`src/rtl/uart_tx_cfg_if.sv`:
```
// Parallel-side and line-side signals of the configurable UART transmitter.
interface uart_tx_cfg_if #(
    parameter int unsigned DATA_WIDTH     = 8,
    parameter int unsigned PRESCALE_WIDTH = 6
);
    logic                      DATA_VALID;
    logic [DATA_WIDTH-1:0]     P_DATA;
    logic                      PAR_EN;
    logic                      PAR_TYP;
    logic                      STOP_2;
    logic [PRESCALE_WIDTH-1:0] PRESCALE;
    logic                      TX_OUT;
    logic                      BUSY;
    logic                      FRAME_DONE;

    modport master (
        output DATA_VALID, P_DATA, PAR_EN, PAR_TYP, STOP_2, PRESCALE,
        input  TX_OUT, BUSY, FRAME_DONE
    );

    modport slave (
        input  DATA_VALID, P_DATA, PAR_EN, PAR_TYP, STOP_2, PRESCALE,
        output TX_OUT, BUSY, FRAME_DONE
    );
endinterface

```
`src/rtl/uart_tx_cfg.sv`:
```
// UART transmitter with configurable data width, per-bit prescaler, optional parity
// and optional second stop bit. All outputs come straight from flops.
module uart_tx_cfg #(
    parameter int unsigned DATA_WIDTH     = 8,
    parameter int unsigned PRESCALE_WIDTH = 6
) (
    input  logic          CLK,
    input  logic          RST,
    uart_tx_cfg_if.slave  bus
);
    localparam int unsigned IDX_W = (DATA_WIDTH > 1) ? $clog2(DATA_WIDTH) : 1;

    typedef enum logic [2:0] {
        S_IDLE,
        S_START,
        S_DATA,
        S_PARITY,
        S_STOP1,
        S_STOP2
    } state_t;

    state_t                    state_q, state_d;
    logic [PRESCALE_WIDTH-1:0] cnt_q, cnt_d;
    logic [PRESCALE_WIDTH-1:0] plast_q, plast_d;
    logic [IDX_W-1:0]          idx_q, idx_d;
    logic [DATA_WIDTH-1:0]     data_q, data_d;
    logic                      par_en_q, par_en_d;
    logic                      par_q, par_d;
    logic                      stop2_q, stop2_d;
    logic                      tx_q, tx_d;
    logic                      busy_q, busy_d;
    logic                      done_q, done_d;
    logic                      bit_end;

    // State register
    always_ff @(posedge CLK) begin
        if (RST) state_q <= S_IDLE;
        else     state_q <= state_d;
    end

    // Counters, shadow registers and registered outputs
    always_ff @(posedge CLK) begin
        if (RST) begin
            cnt_q    <= '0;
            plast_q  <= '0;
            idx_q    <= '0;
            data_q   <= '0;
            par_en_q <= 1'b0;
            par_q    <= 1'b0;
            stop2_q  <= 1'b0;
            tx_q     <= 1'b1;
            busy_q   <= 1'b0;
            done_q   <= 1'b0;
        end else begin
            cnt_q    <= cnt_d;
            plast_q  <= plast_d;
            idx_q    <= idx_d;
            data_q   <= data_d;
            par_en_q <= par_en_d;
            par_q    <= par_d;
            stop2_q  <= stop2_d;
            tx_q     <= tx_d;
            busy_q   <= busy_d;
            done_q   <= done_d;
        end
    end

    // Next state, counters and next output values
    always_comb begin
        state_d  = state_q;
        cnt_d    = cnt_q;
        plast_d  = plast_q;
        idx_d    = idx_q;
        data_d   = data_q;
        par_en_d = par_en_q;
        par_d    = par_q;
        stop2_d  = stop2_q;
        done_d   = 1'b0;
        tx_d     = 1'b1;
        bit_end  = (cnt_q == plast_q);

        if (state_q == S_IDLE) begin
            if (bus.DATA_VALID) begin
                data_d   = bus.P_DATA;
                par_en_d = bus.PAR_EN;
                par_d    = (^bus.P_DATA) ^ bus.PAR_TYP;
                stop2_d  = bus.STOP_2;
                // A prescale of zero behaves as one cycle per bit
                plast_d  = (bus.PRESCALE == '0) ? '0
                                                : bus.PRESCALE - PRESCALE_WIDTH'(1);
                cnt_d    = '0;
                idx_d    = '0;
                state_d  = S_START;
            end
        end else if (!bit_end) begin
            cnt_d = cnt_q + PRESCALE_WIDTH'(1);
        end else begin
            cnt_d = '0;
            case (state_q)
                S_START: begin
                    idx_d   = '0;
                    state_d = S_DATA;
                end
                S_DATA: begin
                    if (idx_q == IDX_W'(DATA_WIDTH - 1))
                        state_d = par_en_q ? S_PARITY : S_STOP1;
                    else
                        idx_d = idx_q + IDX_W'(1);
                end
                S_PARITY: state_d = S_STOP1;
                S_STOP1: begin
                    state_d = stop2_q ? S_STOP2 : S_IDLE;
                    done_d  = !stop2_q;
                end
                S_STOP2: begin
                    state_d = S_IDLE;
                    done_d  = 1'b1;
                end
                default: state_d = S_IDLE;
            endcase
        end

        // Line level for the coming cycle, decoded from the next state
        case (state_d)
            S_START:  tx_d = 1'b0;
            S_DATA:   tx_d = data_d[idx_d];
            S_PARITY: tx_d = par_d;
            default:  tx_d = 1'b1;
        endcase
        busy_d = (state_d != S_IDLE);
    end

    assign bus.TX_OUT     = tx_q;
    assign bus.BUSY       = busy_q;
    assign bus.FRAME_DONE = done_q;
endmodule

```
`src/flat_wrapper.sv`:
```
// flat-port wrapper written by rule: the top's interface ports become plain ports
module uart_tx_cfg_flat 
#(
    parameter int unsigned DATA_WIDTH     = 8,
    parameter int unsigned PRESCALE_WIDTH = 6
)
  (CLK, RST, bus_DATA_VALID, bus_P_DATA, bus_PAR_EN, bus_PAR_TYP, bus_STOP_2, bus_PRESCALE, bus_TX_OUT, bus_BUSY, bus_FRAME_DONE);
  uart_tx_cfg_if #(.DATA_WIDTH(DATA_WIDTH), .PRESCALE_WIDTH(PRESCALE_WIDTH)) bus_i ();
  input  logic CLK;
  input  logic RST;
  input wire logic [$bits(bus_i.DATA_VALID)-1:0] bus_DATA_VALID;
  input wire logic [$bits(bus_i.P_DATA)-1:0] bus_P_DATA;
  input wire logic [$bits(bus_i.PAR_EN)-1:0] bus_PAR_EN;
  input wire logic [$bits(bus_i.PAR_TYP)-1:0] bus_PAR_TYP;
  input wire logic [$bits(bus_i.STOP_2)-1:0] bus_STOP_2;
  input wire logic [$bits(bus_i.PRESCALE)-1:0] bus_PRESCALE;
  output wire logic [$bits(bus_i.TX_OUT)-1:0] bus_TX_OUT;
  output wire logic [$bits(bus_i.BUSY)-1:0] bus_BUSY;
  output wire logic [$bits(bus_i.FRAME_DONE)-1:0] bus_FRAME_DONE;
  assign bus_i.DATA_VALID = bus_DATA_VALID;
  assign bus_i.P_DATA = bus_P_DATA;
  assign bus_i.PAR_EN = bus_PAR_EN;
  assign bus_i.PAR_TYP = bus_PAR_TYP;
  assign bus_i.STOP_2 = bus_STOP_2;
  assign bus_i.PRESCALE = bus_PRESCALE;
  assign bus_TX_OUT = bus_i.TX_OUT;
  assign bus_BUSY = bus_i.BUSY;
  assign bus_FRAME_DONE = bus_i.FRAME_DONE;
  uart_tx_cfg #(.DATA_WIDTH(DATA_WIDTH), .PRESCALE_WIDTH(PRESCALE_WIDTH)) u_core (.CLK(CLK), .RST(RST), .bus(bus_i));
endmodule
```
`config.mk`:
```
export PLATFORM = sky130hd
export DESIGN_NAME = uart_tx_cfg_flat
export DESIGN_NICKNAME = d
export VERILOG_FILES = /design/src/rtl/uart_tx_cfg_if.sv /design/src/rtl/uart_tx_cfg.sv /design/src/flat_wrapper.sv
export SDC_FILE = /design/constraint.sdc
export NUM_CORES = 1
export LEC_CHECK = 0
export CORE_MARGIN = 2
export CORE_UTILIZATION = 45
export CTS_BUF_LIST = sky130_fd_sc_hd__clkbuf_4 sky130_fd_sc_hd__clkbuf_8 sky130_fd_sc_hd__clkbuf_16
export DETAILED_ROUTE_END_ITERATION = 6
export PLACE_DENSITY = 0.67
export SETUP_SLACK_MARGIN = 0.02
export SLEW_MARGIN = 20
export SYNTH_ARGS = -nofsm -noshare
export SYNTH_HDL_FRONTEND = slang
export SYNTH_SLANG_ARGS = --single-unit
```
`constraint.sdc`:
```
create_clock -name CLK -period 2.8 [get_ports CLK]
set_input_delay 0.28 -clock CLK [delete_from_list [all_inputs] [get_ports CLK]]
set_output_delay 0.28 -clock CLK [all_outputs]
set_load 0.02 [all_outputs]
```
==> out/metrics.cfg <==
[setup_path]
critPathMaxFanout = 9
worstSetupPathType = flip-flop to flip-flop
start_kind = flip-flop
crit_path_end_kind = flip-flop
required_ps = 2960
crit_arrival_ps = 2500

[cts]
post_cts_buffers = 0
cts_root_buf = clkbuf_8
cts_buffers = 5
cts_buffer_depth = 2
htree_levels = 2
hold_buffers = 0
cts_resized = 0
path_clk_slew_ps = 70
cts_tree = built
clkLatencyLatePin_ps = 290
cts_sinks = 32

[placement]
placed_area_mm2 = 0.001999
io_buffers = 22
globalplace.congestion = 0.8632
place_hpwl_um = 2628

[final_layout]
final_common_cell = dfxtp_1
area_growth_pct = 21.88
nets = 259
layout_common_cells = dfxtp_1, nand2_1, nor2_1
final_area_mm2 = 0.002126
n_fill_cell = 351
layout-drive-gt1-share_pct = 7.203
n_antenna_cell = 0

[drt]
firstDrtPassIters = 4
route.detailed.drc = 0
vias = 1534
ant_nets = 0
drt-vias-per-instance = 5.401
drtIter0Drc = 158
wl_per_cell_um = 12.39
drt_wl_total_um = 3519

[timing]
min_period_ps = 2332
tightest_slew_ps = 686.6
finalHoldViolCount = 0
grt_setup_unrepaired = no
whs_ps = 446.4
setup_tns_ps = 0
slew_headroom_pct = 53.74
skew_ps = 1.970
fmax_ghz = 0.4287
maxSlewViolCount = 0
finalCritPeriodShare_pct = 83.30
setup_viol = 0

[outcome]
status = complete, no violations

[synthesis]
ys_seq_elements = 32
ys_seq_area_share_pct = 36.73
synthArstFlopShare_pct = 0
syn_area_per_cell_um2 = 8.189
syn_inst = 213
synth-main-ff-cell = dfxtp_1
synth_nets = 237
yosys_warnings = 0
synth.distinct_cells = 41
synth_edf_count = 0
syn_area_mm2 = 0.001744

[die]
die_w_um = 66.26
fp.dieH_um = 66.26
core.rowCount = 22
num_io_pins = 23
coreArea_mm2 = 0.003689
dieArea_mm2 = 0.004390
start_util_pct = 47.29

[power_and_ir_drop]
powerDensity_mw_per_mm2 = 666.2
p_leak_uw = 0.0008089
finalPower_uw = 1416
peakVddDrop_uv = 392.7

[grt]
grt_overflow_total = 0
grt_pass1_wl_um = 6244
antenna_found_initial = 0
grt_max_degree = 20
grt_pass1_vias = 1365
grt_usage_pct = 18.85

[min_path]
holdCritPathClass = flip-flop to flip-flop

[flow_run]
cap_viol_max_count = 0

## flip-flops by register name, summed over array words and instances, names as in the netlist
signal	flops
u_core.idx_q	3
u_core.par_q	1
u_core.state_q	3
u_core.par_en_q	1
u_core.bus.FRAME_DONE	1
u_core.stop2_q	1
u_core.bus.TX_OUT	1
u_core.plast_q	6
u_core.bus.BUSY	1
u_core.data_q	8
u_core.cnt_q	6
## synth_stat cells, types with 2 or more instances
master | n | area share [%]
a22oi_1 | 7 | 3.0
inv_1 | 5 | 1.1
a21oi_1 | 23 | 6.6
dfxtp_1 | 32 | 37
clkbuf_1 | 7 | 1.5
a31oi_1 | 2 | 0.72
nand2_1 | 27 | 5.8
nand3_1 | 2 | 0.57
nand4_1 | 2 | 0.72
and2_1 | 3 | 1.1
xor2_1 | 4 | 2.0
mux2_2 | 3 | 1.9
xnor2_1 | 14 | 7.0
nand2b_1 | 4 | 1.4
nor2_1 | 26 | 5.6
a2111oi_0 | 2 | 1.0
o21ai_0 | 6 | 1.7
mux2i_1 | 2 | 1.1
o21a_1 | 2 | 0.86
nor2b_1 | 2 | 0.72
nor3_1 | 6 | 1.7
nor3b_1 | 3 | 1.3
buf_2 | 2 | 0.57
and3_1 | 3 | 1.1
ha_1 | 4 | 2.9
or3_1 | 5 | 1.8
## routing by layer
layer,wire length (um),track usage (%),up-vias
met1,1762,25.21,713
met3,144,4.770,6
met4,48,8.163,0
li1,-,-,791
met5,0,0,-
met2,1563,28.50,24
## critical path, stage by stage (launching register included)
cell,delay (ps)
dfxtp_1,410
xnor2_1,140
nand4_1,190
or2_1,410
mux2i_1,300
mux4_1,590
nand2b_1,90
a31oi_1,70
## final timing paths
check / from / to / slack [ps] / cells after the start
max: u_core.cnt_q[3] / u_core.bus.TX_OUT / 470 / 7
min: u_core.par_q / u_core.par_q / 450 / 2
max reg2reg: u_core.cnt_q[3] / u_core.bus.TX_OUT / 470 / 7
min reg2reg: u_core.par_q / u_core.par_q / 450 / 2
## layout make-up
type / count / area (um2) / area share (%)
tap: 48 / 60.06 / 2.825
inverter: 5 / 18.77 / 0.8829
clock inverter: 1 / 30.03 / 1.413
clock buffer: 7 / 96.34 / 4.532
timing repair buffer: 25 / 242.7 / 11.42
multi-input combinational: 166 / 1037 / 48.79
sequential: 32 / 640.6 / 30.14
## kinds of logic after synthesis
family,synth area share (%)
mux,4.591
compound gates,18.44
xor+xnor,9.039
fa+ha+maj,2.870
flops,36.73
buf+inv,3.802
simple gates,24.53
## report_power, final
| part | switching, uW | internal [uW] |
|---|---|---|
| Combinational | 215 | 171 |
| Clock | 171 | 314 |
| Sequential | 42.8 | 503 |
## per-stage QoR
step | util, % | instances | worst slack, ps
after floorplan | - | 213 | 699.1
after global placement | 54.21 | 276 | 315.6
after detailed placement | 54.21 | 276 | 307.5
after CTS | 57.63 | 284 | 482.5
after global routing | 57.63 | 284 | 259.0
final | 57.63 | 284 | 467.5
No activity file was read; power rests on OpenSTA's default activity.
